==> src/rtl/mem_req_arbiter.sv <==
// mem_req_arbiter: round-robin front end issuing one request at a time to the shared memory
// and returning read data, a write acknowledge or a timeout error to the granted processor.
module mem_req_arbiter #(
    parameter int NUM_PROCESSORS = 4,
    parameter int ADDR_W         = 14,
    parameter int DATA_W         = 16,
    parameter int TIMEOUT_CYCLES = 15
) (
    input  logic                             clk,
    input  logic                             reset_n,
    input  logic [NUM_PROCESSORS-1:0]        proc_req,
    input  logic [NUM_PROCESSORS-1:0]        proc_we,
    input  logic [NUM_PROCESSORS*ADDR_W-1:0] proc_addr,
    input  logic [NUM_PROCESSORS*DATA_W-1:0] proc_wdata,
    output logic [NUM_PROCESSORS-1:0]        proc_done,
    output logic                             proc_err,
    output logic [DATA_W-1:0]                proc_rdata,
    output logic                             processor_req_0,
    output logic                             processor_req_1,
    output logic                             processor_req_2,
    output logic                             processor_req_3,
    output logic                             mem_read_req,
    output logic                             mem_write_req,
    output logic [ADDR_W-1:0]                addr,
    output logic [DATA_W-1:0]                mem_write_data,
    input  logic [DATA_W-1:0]                mem_read_data,
    input  logic                             processor_resp_0,
    input  logic                             processor_resp_1,
    input  logic                             processor_resp_2,
    input  logic                             processor_resp_3
);
    typedef enum logic [1:0] {IDLE, WAIT, DONE} state_t;
    localparam logic [7:0] TMO = 8'(TIMEOUT_CYCLES);

    state_t                      state_q, state_d;
    logic [1:0]                  rr_q, rr_d, gnt_idx, idx;
    logic [7:0]                  wait_cnt_q, wait_cnt_d;
    logic [NUM_PROCESSORS-1:0]   req_q, req_d, done_q, done_d;
    logic                        err_q, err_d, rd_q, rd_d, wr_q, wr_d;
    logic [ADDR_W-1:0]           addr_q, addr_d;
    logic [DATA_W-1:0]           wdata_q, wdata_d, rdata_q, rdata_d;
    logic [NUM_PROCESSORS-1:0]   resp;
    logic                        found, resp_ok;

    assign resp    = {processor_resp_3, processor_resp_2, processor_resp_1, processor_resp_0};
    // response bits are sticky, so the first WAIT cycle cannot trust them
    assign resp_ok = (wait_cnt_q != 8'd0) && |(resp & req_q);

    always_comb begin
        found   = 1'b0;
        gnt_idx = 2'd0;
        idx     = 2'd0;
        for (int i = 0; i < 4; i++) begin
            idx = rr_q + 2'(i);
            if (!found && proc_req[idx]) begin
                found   = 1'b1;
                gnt_idx = idx;
            end
        end
    end

    always_comb begin
        state_d    = state_q;
        rr_d       = rr_q;
        wait_cnt_d = wait_cnt_q;
        req_d      = req_q;
        rd_d       = rd_q;
        wr_d       = wr_q;
        addr_d     = addr_q;
        wdata_d    = wdata_q;
        rdata_d    = rdata_q;
        done_d     = '0;
        err_d      = 1'b0;
        case (state_q)
            IDLE: begin
                req_d      = '0;
                rd_d       = 1'b0;
                wr_d       = 1'b0;
                addr_d     = '0;
                wdata_d    = '0;
                wait_cnt_d = 8'd0;
                if (found) begin
                    req_d[gnt_idx] = 1'b1;
                    wr_d           = proc_we[gnt_idx];
                    rd_d           = ~proc_we[gnt_idx];
                    addr_d         = proc_addr[gnt_idx*ADDR_W +: ADDR_W];
                    wdata_d        = proc_wdata[gnt_idx*DATA_W +: DATA_W];
                    rr_d           = gnt_idx + 2'd1;
                    state_d        = WAIT;
                end
            end
            WAIT: begin
                if (resp_ok || wait_cnt_q >= TMO) begin
                    state_d = DONE;
                    req_d   = '0;
                    rd_d    = 1'b0;
                    wr_d    = 1'b0;
                    done_d  = req_q;
                    err_d   = ~resp_ok;
                    rdata_d = (resp_ok && rd_q) ? mem_read_data : '0;
                end else begin
                    wait_cnt_d = wait_cnt_q + 8'd1;
                end
            end
            DONE:    state_d = IDLE;
            default: state_d = IDLE;
        endcase
    end

    always_ff @(posedge clk or negedge reset_n) begin
        if (!reset_n) begin
            state_q    <= IDLE;
            rr_q       <= 2'd0;
            wait_cnt_q <= 8'd0;
            req_q      <= '0;
            rd_q       <= 1'b0;
            wr_q       <= 1'b0;
            addr_q     <= '0;
            wdata_q    <= '0;
            rdata_q    <= '0;
            done_q     <= '0;
            err_q      <= 1'b0;
        end else begin
            state_q    <= state_d;
            rr_q       <= rr_d;
            wait_cnt_q <= wait_cnt_d;
            req_q      <= req_d;
            rd_q       <= rd_d;
            wr_q       <= wr_d;
            addr_q     <= addr_d;
            wdata_q    <= wdata_d;
            rdata_q    <= rdata_d;
            done_q     <= done_d;
            err_q      <= err_d;
        end
    end

    assign proc_done       = done_q;
    assign proc_err        = err_q;
    assign proc_rdata      = rdata_q;
    assign processor_req_0 = req_q[0];
    assign processor_req_1 = req_q[1];
    assign processor_req_2 = req_q[2];
    assign processor_req_3 = req_q[3];
    assign mem_read_req    = rd_q;
    assign mem_write_req   = wr_q;
    assign addr            = addr_q;
    assign mem_write_data  = wdata_q;
endmodule
==> config.mk <==
export PLATFORM = sky130hd
export DESIGN_NAME = mem_req_arbiter
export DESIGN_NICKNAME = d
export VERILOG_FILES = /design/src/rtl/mem_req_arbiter.sv
export SDC_FILE = /design/constraint.sdc
export NUM_CORES = 1
export LEC_CHECK = 0
export ABC_CLOCK_PERIOD_IN_PS = 3950
export BUFFER_PORTS_ARGS = -buffer_cell sky130_fd_sc_hd__buf_4
export CORE_ASPECT_RATIO = 0.9
export CORE_MARGIN = 2
export CORE_UTILIZATION = 40
export CTS_BUF_LIST = sky130_fd_sc_hd__clkbuf_8
export CTS_CLUSTER_SIZE = 24
export DETAILED_ROUTE_END_ITERATION = 7
export PLACE_DENSITY = 0.76
export SLEW_MARGIN = 20
export SYNTH_ARGS = -nofsm -noshare
export SYNTH_HDL_FRONTEND = slang
export SYNTH_SLANG_ARGS = --single-unit
==> constraint.sdc <==
create_clock -name clk -period 3.95 [get_ports clk]
set_input_delay 0.1975 -clock clk [delete_from_list [all_inputs] [get_ports clk]]
set_output_delay 0.1975 -clock clk [all_outputs]
set_load 0.02 [all_outputs]
* Yosys cells after proc, flatten, opt, wreduce, memory -nomap -nowiden
Index checks and enable logic that the tools add are counted.
W data, S select, Z words.
** Operators by class
- Equality and inequality tests :: 4
- Reduce and logical (&&, ||, !) cells :: 19
- Shift-type cells :: 2
- Add/subtract/negate cells :: 5
- $mul :: 1
- Bitwise gates (word level) :: 3
- $lt $le $gt $ge :: 7
- Multiplexer cells :: 40
** Operator list (count)
- $shiftx A64 B7 Y16 :: 1
- $shiftx A56 B7 Y14 :: 1
- $mux W16 :: 2
- $mux W4 :: 4
- $pmux W8 S2 :: 1
- $lt A2 B3 Y1 const B :: 5
- $mux W1 :: 15
- $mux W14 :: 1
- $mux W2 :: 6
- $bmux W1 S2 :: 5
- $reduce_and A2 Y1 :: 5
- $add A8 B1 Y8 const B :: 1
- $ge A8 B4 Y1 const B :: 1
- $mux W8 :: 1
- $pmux W4 S2 :: 1
- $reduce_bool A8 Y1 :: 1
- $logic_and A1 B1 Y1 :: 6
- $ne A2 B2 Y1 const B :: 3
- $mul A2 B3 Y5 const B :: 1
- $add A2 B1 Y2 const B :: 2
- $add A2 B2 Y2 const B :: 2
- $and A4 B4 Y4 :: 1
- $pmux W1 S2 :: 2
- $pmux W2 S2 :: 1
- other kinds (9) :: 12
** Word-level totals
- Input port bits :: 150
- Register bits after elaboration :: 69
- Output and inout bits :: 57
- Logic and storage cells :: 92

* Longest topological paths before layout
Gate-level depths: netlist (run 1).
- Depth after elaboration :: 18
- Depth in mapped cells :: 9

* Worst setup path after synthesis (run 1)
No wires, ideal clock.
- Path type :: register to register
- Start point :: register rr_q[0]
- End point :: register rd_q, in the netlist mem_read_req
- Period minus slack after synthesis :: 1.844 ns
- Buffers on the path :: 1
- Cell stages (with the launch flop) :: 8
- Data arrival time :: 1.717 ns
- Setup slack :: 2.106 ns
- Path through :: dfrtp_1 > nor2b_1 > or4b_1 > buf_6 > nand2_8 > inv_2 > mux2i_1 > a311o_1
** On the way
- Longest elaborated chain between the ends :: 17
- Elaborated cells on any way between the ends :: 30
- Those cells by class :: add/sub: 3; mux: 20; bitwise: 1; reduce/logical: 6
** RTL lines
- start: declaration :: line 36 : logic [1:0] rr_q, rr_d, gnt_idx, idx;
- start signal: assignment :: line 125 : rr_q <= rr_d;
- parallel branches: the longest is 15 deep, another holds $add A2 B1 Y2
- $mux W1 (*) :: line 82 : if (found) begin
- $pmux W1 S2 (*) :: line 74 : case (state_q)
- end signal: assignment :: line 128 : rd_q <= rd_d;
- end: declaration :: line 39 : logic err_q, err_d, rd_q, rd_d, wr_q, wr_d;
Mark *: on every way between the ends. The select of a mux whose other input is x is not followed.
A chain may end at the register's enable or synchronous reset.

* Worst setup path after layout (run 1)
- Start point :: register rr_q[1]
- End point :: register wdata_q[2], in the netlist mem_write_data[2]
** On the way
- Longest elaborated chain between the ends :: 14
- Elaborated cells on any way between the ends :: 27
- Those cells by class :: add/sub: 3; shift: 1; mux: 17; reduce/logical: 6
** RTL lines
- parallel branches: the longest is 13 deep, another holds $add A2 B1 Y2
- $mux W16 (*) :: line 82
- end signal: assignment :: line 131 : wdata_q <= wdata_d;
- end: declaration :: line 41 : logic [DATA_W-1:0] wdata_q, wdata_d, rdata_q, rdata_d;
Marks and branches as above.

==> results.md, run 1 <==
- Outcome: finished, final reports clean
- Post-Syn Area per Cell: 10.2 sq um
- Internal power: 2230 uW
- Comb pwr share: 59.0%
- CP Capture Type: flop
- Rows: 35
- Switching Share: 46.4%
- Simple-gate share of the synthesized area: 21.1%
- ANT cells: 0
- FF+latch area: 1730 sq um
- Final hold violation count: 0
- Async set-or-reset flop fraction in the synthesized netlist: 100%
- F_max: 339 MHz
- Die ar.: 11500 sq um
- Via-per-instance ratio: 5.43
- Largest fanout on the critical path: 63
- Adder-Cell Fraction of Synth Area: 1.76%
- DR iter-0 viols: 180
- Fillers: 923
- # nets final: 753
- Core Area: 10300 sq um
- Final setup violation count: 0
- Synth Register Bits: 69
- Drt drc: 0
- Initial antenna violation count: 0
- Worst-margin pin slew: 1.11 ns
- Area Growth Syn to Fin: 37.2%
- Leak: 0.00286 uW
- Period minus WS final: 2.95 ns
- Fin crit share: 74.7%
- Power Density: 713 nW/um^2
- Total Power: 4170 uW
- Post-cts resize count: 0
- Combinational family with the most area after synthesis: compound AO/OA/AOI/OAI gates
- First-pass GRT wire length: 19.5 mm
- Root Buffer Master: clkbuf_8
- Gr ovfl total: 0
- Post-synthesis sequential area ratio: 40.6%
- Post-Synthesis Cell Area: 4260 sq um
- Syn. warnings: 0
- Latest clock arrival within the worst-skew pair: 0.34 ns
- Share of the synthesized area in the top cell type: 40.6%
- CTS tree: done
- Final TNS setup: 0 ns
- Synth Net Count: 573
- Number of max-cap violations: 0
- Arrival time at the worst endpoint: 3.20 ns
- Pin count of the biggest net entering global routing: 70
- CP Launch Type: flop
- Die W: 113 microns
- ANT nets after route: 0
- CP Cell Sequence: or4_2 -> nand2_8 -> buf_4 -> a211oi_2 -> o31ai_1
- Synthesized-area fraction occupied by xor and xnor cells: 0%
- Detailed Routing Iterations Pass 1: 5
- H-tree Lvls: 3
- Switching power total: 1930 uW
- Slew Viols, Final: 0
- Gr usage total: 20.9%
- Ys flop type: dfrtp_1
- Postcts setup bufs: 0
- Clock share of power: 12.7%
- Post-synthesis cell type count: 45
- Slew margin rel.: 26.1%
- Clk_skew: 0.0153 ns
- Area leader, netlist: dfrtp_1
- Max Root-Sink Buffers: 2
- Data required, critical path: 4.20 ns
- Mux cell area share after synthesis: 0.999%
- Multi-input combinational cell area: 2170 sq um
- Sequential power share: 28.3%
- Routed WL: 12.1 mm
- Starting density of the core: 41.4%
- Die height: 102 microns
- Vias in the first global route: 3907
- DP HPWL: 8.68 mm
- Share of layout cells above drive strength 1: 48.2%
- Cells after synthesis: 417
- DR vias: 3972
- Ports: 207
- Reg clk slew, reported paths: 0.08 ns
- Synth Area in Compound Gates: 26.9%
- Max stage delay on crit path: 1.17 ns
- Worst Hold Class: input pin to flop
- Wire per inst: 16.6 microns
- GP Congestion: 0.813
- Synth area leaders: dfrtp_1 41%, a211oi_2 11%, and3_1 8.4%, nand2_1 6.1%, buf_6 4.5%
- Crit Path Category: flop to flop
- CTS Buf Count: 9
- RSZ-0062 raised after global routing: no
- Post-synth EDFFs: 0
- Sink Count: 69
- Slowest CP cell: or4_2
- Buffers on Ports: 206
- Max rail drop VDD: 0.394 mV
registers in the layout, indices dropped and copies added (netlist names), 2 cells and up:
signal,cells
addr,14
mem_write_data,16
proc_done,4
proc_rdata,16
req_q,4
rr_q,2
state_q,2
wait_cnt_q,8
synth_stat cells, types with 2 or more instances:
library cell,number
a22oi_1,3
o31ai_2,8
nand3_1,3
dfrtp_1,69
mux2_2,2
mux2i_1,2
inv_2,2
a32o_1,4
o31ai_1,23
clkbuf_1,13
a21oi_1,2
nor2_1,5
o21ai_0,10
a21boi_1,2
and2_1,9
a211oi_1,22
nor2b_1,4
nor4_1,2
buf_2,6
o21ai_1,7
or2_2,2
ha_1,6
nand2_1,69
nor3b_1,3
buf_12,3
and3_4,6
inv_1,3
buf_6,17
and3_1,57
a211oi_2,38
timing repair:
action                                  CTS  global route
endpoints found under the setup margin    0             0
hold endpoints to repair                  7             0
hold buffers                              1             0
path summary, 6_finish.rpt:
path	slack (ns)	endpoint	startpoint	cells after the start
setup reg to reg	1.00	mem_write_data[2]	rr_q[1]	5
max in group asynchronous	2.82	mem_write_data[15]	reset_n	2
hold / removal	0.10	proc_rdata[14]	mem_read_data[14]	3
min in group asynchronous	0.52	proc_rdata[9]	reset_n	2
hold reg to reg	0.49	addr[5]	addr[5]	2
setup / recovery	1.00	mem_write_data[2]	rr_q[1]	5
area by class of cell:
class,instances,share of cell area [%]
multi-input cells,301,37.1
flip-flops and latches,69,29.6
repair buffers,211,27.2
well taps,129,2.76
clock buffers,9,2.12
clock inverters,7,0.921
inverters,5,0.321
per-stage QoR:
step | hold WS (ns) | util, % | cell area (sq um) | instances | worst slack, ns
after detailed placement | 0.379 | 54.9 | 5650 | 714 | 1.02
after floorplan | -0.0981 | - | 4260 | 417 | 2.11
after global placement | 0.373 | 54.9 | 5650 | 714 | 1.09
after CTS | 0.0860 | 56.8 | 5840 | 731 | 1.04
final | 0.103 | 56.8 | 5840 | 731 | 1.00
after global routing | 0.0816 | 56.8 | 5840 | 731 | 0.829
layer usage:
| layer | global-route usage [%] | vias up | part of all wire (%) |
|---|---|---|---|
| li1 | - | 1894 | - |
| met1 | 28.2 | 1891 | 45 |
| met2 | 34.3 | 176 | 47 |
| met3 | 4.86 | 11 | 7.8 |
| met4 | 5.72 | 0 | 0.91 |
| met5 | 0 | - | 0 |
power by group through the flow:
stage | Sequential [uW] | Combinational [uW] | Clock [uW]
after floorplan | 1450 | 1550 | 0
after CTS | 1180 | 2470 | 547
after global routing | 1220 | 2680 | 581
after detailed placement | 1190 | 2470 | 0
final | 1180 | 2460 | 529
after global placement | 1180 | 2400 | 0
kinds of logic (layout without fill, tap and decap cells):
family,Yosys count,count (layout)
and+or+nand+nor,165,165
AOI/OAI and AO/OA,126,126
DFF,69,69
buffers and inverters,47,232
adders and majority gates,6,6
muxes,4,4
placed cells by master (no fill, tap or decap), types with 5 or more instances in the layout:
cell type / count
and2_1: 9
o31ai_2: 8
o21ai_1: 7
and3_1: 57
o21ai_0: 10
ha_1: 6
buf_4: 210
a211oi_2: 38
nor2_1: 5
and3_4: 6
o31ai_1: 23
nand2_1: 69
a211oi_1: 22
clkbuf_8: 9
dfrtp_1: 69
critical path: cells and delay by family, from the launching register on:
| kind | cells | cell delay [ns] |
|---|---|---|
| and+or+nand+nor | 2 | 1.71 |
| DFF | 1 | 0.42 |
| AOI/OAI and AO/OA | 2 | 0.37 |
| buffers and inverters | 1 | 0.33 |
Power figures use the tool's default switching activity.
==> inputs of run 2 (changes only) <==
--- a/config.mk
+++ b/config.mk
@@ -5,7 +5,7 @@
 export SDC_FILE = /design/constraint.sdc
 export NUM_CORES = 1
 export LEC_CHECK = 0
-export ABC_CLOCK_PERIOD_IN_PS = 3950
+export ABC_CLOCK_PERIOD_IN_PS = 2700
 export BUFFER_PORTS_ARGS = -buffer_cell sky130_fd_sc_hd__buf_4
 export CORE_ASPECT_RATIO = 0.9
 export CORE_MARGIN = 2
@@ -13,7 +13,7 @@
 export CTS_BUF_LIST = sky130_fd_sc_hd__clkbuf_8
 export CTS_CLUSTER_SIZE = 24
 export DETAILED_ROUTE_END_ITERATION = 7
-export PLACE_DENSITY = 0.76
+export PLACE_DENSITY = 0.79
 export SLEW_MARGIN = 20
 export SYNTH_ARGS = -nofsm -noshare
 export SYNTH_HDL_FRONTEND = slang
==> constraint.sdc (replaced) <==
create_clock -name clk -period 2.7 [get_ports clk]
set_input_delay 0.135 -clock clk [delete_from_list [all_inputs] [get_ports clk]]
set_output_delay 0.135 -clock clk [all_outputs]
set_load 0.02 [all_outputs]
==> results.md, run 2 (synthesized netlist as in run 1, its figures left out) <==
- Root Buffer Master: clkbuf_8
- Core Area: 10300 sq um (unchanged)
- Pin count of the biggest net entering global routing: 70 (unchanged)
- First-pass GRT wire length: 19.2 mm (-1.4%)
- Reg clk slew, reported paths: 0.09 ns (about the same)
- Worst r2r src: rr_q[0]
- R2R cell count: 6 (+1)
- Slowest CP cell: or4b_2
- Rows: 35 (unchanged)
- Outcome: finished, final reports clean
- Slew Viols, Final: 0 (unchanged)
- Gr usage total: 21.1% (+0.14 points)
- Finished Layout Cells: 739 (+1.1%)
- Die height: 102 microns (unchanged)
- CP Cell Sequence: nor2b_1 -> or4b_2 -> buf_4 -> and3_1 -> a211oi_1 -> o31ai_1
- Critical path endpoint: mem_write_data[9]
- Starting density of the core: 41.4% (unchanged)
- HP Start: mem_read_data[15]
- ANT nets after route: 0 (unchanged)
- # nets final: 761 (+1.1%)
- RSZ-0062 raised after global routing: no
- CP Launch Type: flop
- Worst-margin pin slew: 0.888 ns (-0.220 ns)
- H-tree Lvls: 3 (unchanged)
- Latest clock arrival within the worst-skew pair: 0.36 ns (+0.02 ns)
- Critical path launch point: rr_q[0]
- Vias in the first global route: 3866 (-1.0%)
- Postcts setup bufs: 0 (unchanged)
- DR vias: 3959 (-0.33%)
- Routed WL: 12.3 mm (+1.4%)
- Max rail drop VDD: 0.511 mV (+30%)
- Die W: 113 microns (unchanged)
- Arrival time at the worst endpoint: 2.49 ns (-0.71 ns)
- DR iter-0 viols: 234 (+30%)
- Power Density: 1060 nW/um^2 (+49%)
- Detailed Routing Iterations Pass 1: 4 (-1)
- Crit Path Category: flop to flop
- Period minus WS final: 2.26 ns (-0.687 ns)
- Buffers on Ports: 206 (unchanged)
- Post-cts resize count: 0 (unchanged)
- Via-per-instance ratio: 5.36 (-1.4%)
- Layout Utilization: 57.8% (+1.0 points)
- Share of layout cells above drive strength 1: 48.9% (+0.68 points)
- CTS tree: done
- Max Root-Sink Buffers: 2 (unchanged)
- Fillers: 915 (-0.87%)
- Leading cell type in the layout, fill and taps excluded: buf_4
- Worst reg2reg setup slack: 0.44 ns (-0.56 ns)
- DP HPWL: 9.02 mm (+4.0%)
- Hold WS: 0.0173 ns (-0.0854 ns)
- R2r endpoint: mem_write_data[9]
- Ports: 207 (unchanged)
- Leak: 0.00292 uW (+1.9%)
- Largest fanout on the critical path: 26 (-59%)
- CP Capture Type: flop
- Die ar.: 11500 sq um (unchanged)
- Inst Count DP: 722 (+1.1%)
- Gr ovfl total: 0 (unchanged)
- Final TNS setup: 0 ns (unchanged)
- Area Growth Syn to Fin: 39.7%
- F_max: 442 MHz (+30%)
- Final hold violation count: 0 (unchanged)
- Number of max-cap violations: 0 (unchanged)
- Multi-input combinational cell area: 2170 sq um (unchanged)
- Initial antenna violation count: 0 (unchanged)
- Sink Count: 69 (unchanged)
- Most frequent cells in the layout: 217 x buf_4, 69 x nand2_1, 69 x dfrtp_1
- Hold buffers post-CTS: 1 (unchanged)
- Wire per inst: 16.6 microns (+0.35%)
- FF+latch area: 1730 sq um (unchanged)
- Data required, critical path: 2.93 ns (-1.27 ns)
- Clk_skew: 0.0143 ns (-0.000998 ns)
- Worst Hold Class: input pin to flop
- CTS Buf Count: 9 (unchanged)
- Final setup violation count: 0 (unchanged)
- GP Congestion: 0.816 (+0.34%)
- ANT cells: 0 (unchanged)
- Fin crit share: 83.8% (+9.1 points)
- Total Power: 6320 uW (+52%)
- Drt drc: 0 (unchanged)
- Max stage delay on crit path: 0.83 ns (-0.34 ns)
- Slew margin rel.: 40.8% (+15 points)
## run 2: cell count changes in the layout (fill, tap and decap cells not counted)
| cell | previous run | this run |
|---|---|---|
| buf_4 | 210 | 217 |
| inv_8 | 0 | 3 |
| clkinv_2 | 2 | 0 |
| inv_6 | 4 | 2 |
| buf_12 | 0 | 1 |
| bufinv_16 | 0 | 1 |
| clkinv_4 | 1 | 0 |
| clkinvlp_4 | 0 | 1 |
## run 2: worst max-delay path, delay by kind of cell (launching register included)
family	cells	cell delay, ns
compound gates	2	0.35
buf+inv	1	0.28
flops	1	0.37
simple gates	3	1.11
## run 2: final cells by class
| class | instances | area share (%) |
|---|---|---|
| multi-input combinational | 301 | 36.5 |
| sequential | 69 | 29.0 |
| timing repair buffer | 219 | 27.9 |
| tap | 129 | 2.71 |
| clock buffer | 9 | 2.08 |
| clock inverter | 7 | 1.49 |
| inverter | 5 | 0.316 |
## run 2: worst min-delay path by stage
stage | end | slack [ns] | cells past startpoint
global route | proc_rdata[15] | 0.007 | 3
floorplan | addr[0] | -0.16 | 0
finish | proc_rdata[15] | 0.02 | 3
global placement | addr[13] | 0.31 | 1
CTS | proc_rdata[15] | 0.003 | 3
detailed placement | addr[13] | 0.32 | 1
## run 2: where the power goes
group | switching (uW) | internal, uW | leakage (uW)
Clock | 467 | 452 | 0.000106
Sequential | 260 | 1450 | 0.000895
Combinational | 2150 | 1540 | 0.00191
Total | 2870 | 3440 | 0.00292
## run 2: metal layers
metal / vias to the layer above / GRT usage (%) / wire (microns)
met5: - / 0 / 0
met4: 0 / 6.66 / 239
met3: 21 / 5.22 / 902
met2: 154 / 36.2 / 6050
met1: 1869 / 26.4 / 5090
li1: 1915 / - / -
## run 2: stage by stage
| stage | setup slack, ns | area [sq um] |
|---|---|---|
| 6_report | 0.437 | 5950 |
| 2_1_floorplan | 0.856 | 4260 |
| 5_1_grt | 0.338 | 5950 |
| 4_1_cts | 0.460 | 5950 |
| 3_5_place_dp | 0.474 | 5730 |
| 3_3_place_gp | 0.547 | 5730 |
==> inputs of run 3 (changes only) <==
--- a/config.mk
+++ b/config.mk
@@ -5,7 +5,7 @@
 export SDC_FILE = /design/constraint.sdc
 export NUM_CORES = 1
 export LEC_CHECK = 0
-export ABC_CLOCK_PERIOD_IN_PS = 2700
+export ABC_CLOCK_PERIOD_IN_PS = 2400
 export BUFFER_PORTS_ARGS = -buffer_cell sky130_fd_sc_hd__buf_4
 export CORE_ASPECT_RATIO = 0.9
 export CORE_MARGIN = 2
@@ -13,7 +13,7 @@
 export CTS_BUF_LIST = sky130_fd_sc_hd__clkbuf_8
 export CTS_CLUSTER_SIZE = 24
 export DETAILED_ROUTE_END_ITERATION = 7
-export PLACE_DENSITY = 0.79
+export PLACE_DENSITY = 0.76
 export SLEW_MARGIN = 20
 export SYNTH_ARGS = -nofsm -noshare
 export SYNTH_HDL_FRONTEND = slang
==> constraint.sdc (replaced) <==
create_clock -name clk -period 2.4 [get_ports clk]
set_input_delay 0.12 -clock clk [delete_from_list [all_inputs] [get_ports clk]]
set_output_delay 0.12 -clock clk [all_outputs]
set_load 0.02 [all_outputs]
==> results.md, run 3 (synthesized netlist as in run 1, its figures left out) <==
- Outcome: finished, final reports clean
- Data required, critical path: 2.63 ns (-0.30 ns)
- DR vias: 4043 (+2.1%)
- Routed WL: 12.7 mm (+3.8%)
- Fillers: 911 (-0.44%)
- CTS tree: done
- Detailed Routing Iterations Pass 1: 4 (unchanged)
- R2R cell count: 6 (unchanged)
- First-pass GRT wire length: 20.3 mm (+5.9%)
- RSZ-0062 raised after global routing: no
- Initial antenna violation count: 0 (unchanged)
- HP Start: mem_read_data[0]
- Area Growth Syn to Fin: 41.8%
- F_max: 443 MHz (+0.24%)
- Max rail drop VDD: 0.546 mV (+6.9%)
- ANT cells: 0 (unchanged)
- Leading cell type in the layout, fill and taps excluded: buf_4
- CP Capture Type: flop
- DR iter-0 viols: 215 (-8.1%)
- Worst-margin pin slew: 0.874 ns (-0.0144 ns)
- Reg clk slew, reported paths: 0.09 ns (about the same)
- Max Root-Sink Buffers: 2 (unchanged)
- Pre-CTS setup slack: 0.165 ns (-0.309 ns)
- Largest fanout on the critical path: 32 (+23%)
- Die ar.: 11500 sq um (unchanged)
- Gr usage total: 22.3% (+1.2 points)
- Rows: 35 (unchanged)
- DP HPWL: 9.25 mm (+2.5%)
- Worst reg2reg setup slack: 0.14 ns (-0.29 ns)
- H-tree Lvls: 3 (unchanged)
- Pin count of the biggest net entering global routing: 70 (unchanged)
- ANT nets after route: 0 (unchanged)
- Finished Layout Cells: 747 (+1.1%)
- Starting density of the core: 41.4% (unchanged)
- Share of layout cells above drive strength 1: 48.5% (-0.31 points)
- CP Launch Type: flop
- Die W: 113 microns (unchanged)
- Final setup violation count: 0 (unchanged)
- Clk_skew: 0.0113 ns (-0.00301 ns)
- Via-per-instance ratio: 5.41 (+1.0%)
- Leak: 0.00296 uW (+1.5%)
- Postcts setup bufs: 0 (unchanged)
- CTS Buf Count: 9 (unchanged)
- Worst Hold Class: input pin to flop
- Slew Viols, Final: 0 (unchanged)
- Die height: 102 microns (unchanged)
- Sink Count: 69 (unchanged)
- Latest clock arrival within the worst-skew pair: 0.35 ns (about the same)
- Arrival time at the worst endpoint: 2.48 ns (about the same)
- Setup WS post-layout: 0.143 ns (-0.295 ns)
- Vias in the first global route: 4128 (+6.8%)
- Buffers on Ports: 206 (unchanged)
- Final TNS setup: 0 ns (unchanged)
- Hold path cells: 3 (unchanged)
- Drt drc: 0 (unchanged)
- # nets final: 769 (+1.1%)
- Number of max-cap violations: 0 (unchanged)
- Wire per inst: 17.1 microns (+2.6%)
- Core Area: 10300 sq um (unchanged)
- Ports: 207 (unchanged)
- Slew margin rel.: 41.7% (+0.96 points)
- Fin crit share: 94.0% (+10 points)
- Inst Count DP: 724 (+0.28%)
- Crit Path Category: flop to flop
- Root Buffer Master: clkbuf_8
- Period minus WS final: 2.26 ns (-0.00547 ns)
- Gr ovfl total: 0 (unchanged)
- Worst r2r src: rr_q[1]
- Hold Crit Endpoint: proc_rdata[0]
- R2r endpoint: mem_read_req
- Power Density: 1200 nW/um^2 (+13%)
- GP Congestion: 0.845 (+3.6%)
- Final hold violation count: 0 (unchanged)
- Most frequent cells in the layout: 219 x buf_4, 69 x nand2_1, 69 x dfrtp_1
[run 3: cell count changes in the layout (fill, tap and decap cells not counted)]
cell,before,now
dlygate4sd3_1,1,7
clkinvlp_4,1,0
bufinv_16,1,2
clkinv_4,0,2
buf_4,217,219
inv_6,2,3
inv_8,3,0
[run 3: worst max-delay path by stage]
stage	startpoint	endpoint	slack, ns
2_1_floorplan	rr_q[0]	mem_read_req	0.56
3_3_place_gp	rr_q[1]	mem_read_req	0.23
3_5_place_dp	rr_q[1]	addr[1]	0.16
4_1_cts	rr_q[0]	mem_write_data[1]	0.14
5_1_grt	rr_q[0]	mem_write_data[1]	0.008
6_report	rr_q[1]	mem_read_req	0.14
[run 3: layout make-up]
class / instances / area, sq um / area share, %
Timing Repair Buffer: 227 / 1730 / 28.7
Inverter: 5 / 18.8 / 0.311
Clock buffer: 9 / 124 / 2.05
Multi-Input combinational cell: 301 / 2170 / 35.9
Sequential cell: 69 / 1730 / 28.6
Clock inverter: 7 / 104 / 1.72
Tap cell: 129 / 161 / 2.67
[run 3: through the flow]
step,instance area [sq um],utilization [%],total power [uW],hold WS (ns)
2_1_floorplan,4260,-,4930,-0.176
3_3_place_gp,5740,55.8,6030,0.285
3_5_place_dp,5740,55.8,6150,0.299
4_1_cts,6040,58.7,7300,0.00106
5_1_grt,6040,58.7,7760,0.0115
6_report,6040,58.7,7230,0.0251
[run 3: repair_timing]
item / CTS / global route
resized for setup: 0 / 0
endpoints found under the hold margin: 75 / 0
hold buffers: 7 / 0
[run 3: routing by layer]
metal	routed length, microns	GRT usage [%]	part of all wire (%)
met1	5340	27.7	42
met5	0	0	0
met3	1060	7.18	8.3
met4	170	6.75	1.3
met2	6180	37.6	48
[run 3: power by group]
group / leakage (uW) / switching [uW] / total (uW) / internal [uW]
clock: 0.000115 / 506 / 1110 / 600
combinational: 0.00195 / 2410 / 4170 / 1760
sequential: 0.000895 / 314 / 1950 / 1640
[run 3: critical path: stages, from the launching register on]
cell	delay (ns)
dfrtp_1	0.42
or4_2	0.69
buf_4	0.26
nand2_8	0.19
inv_2	0.08
mux2i_1	0.14
a311o_1	0.35
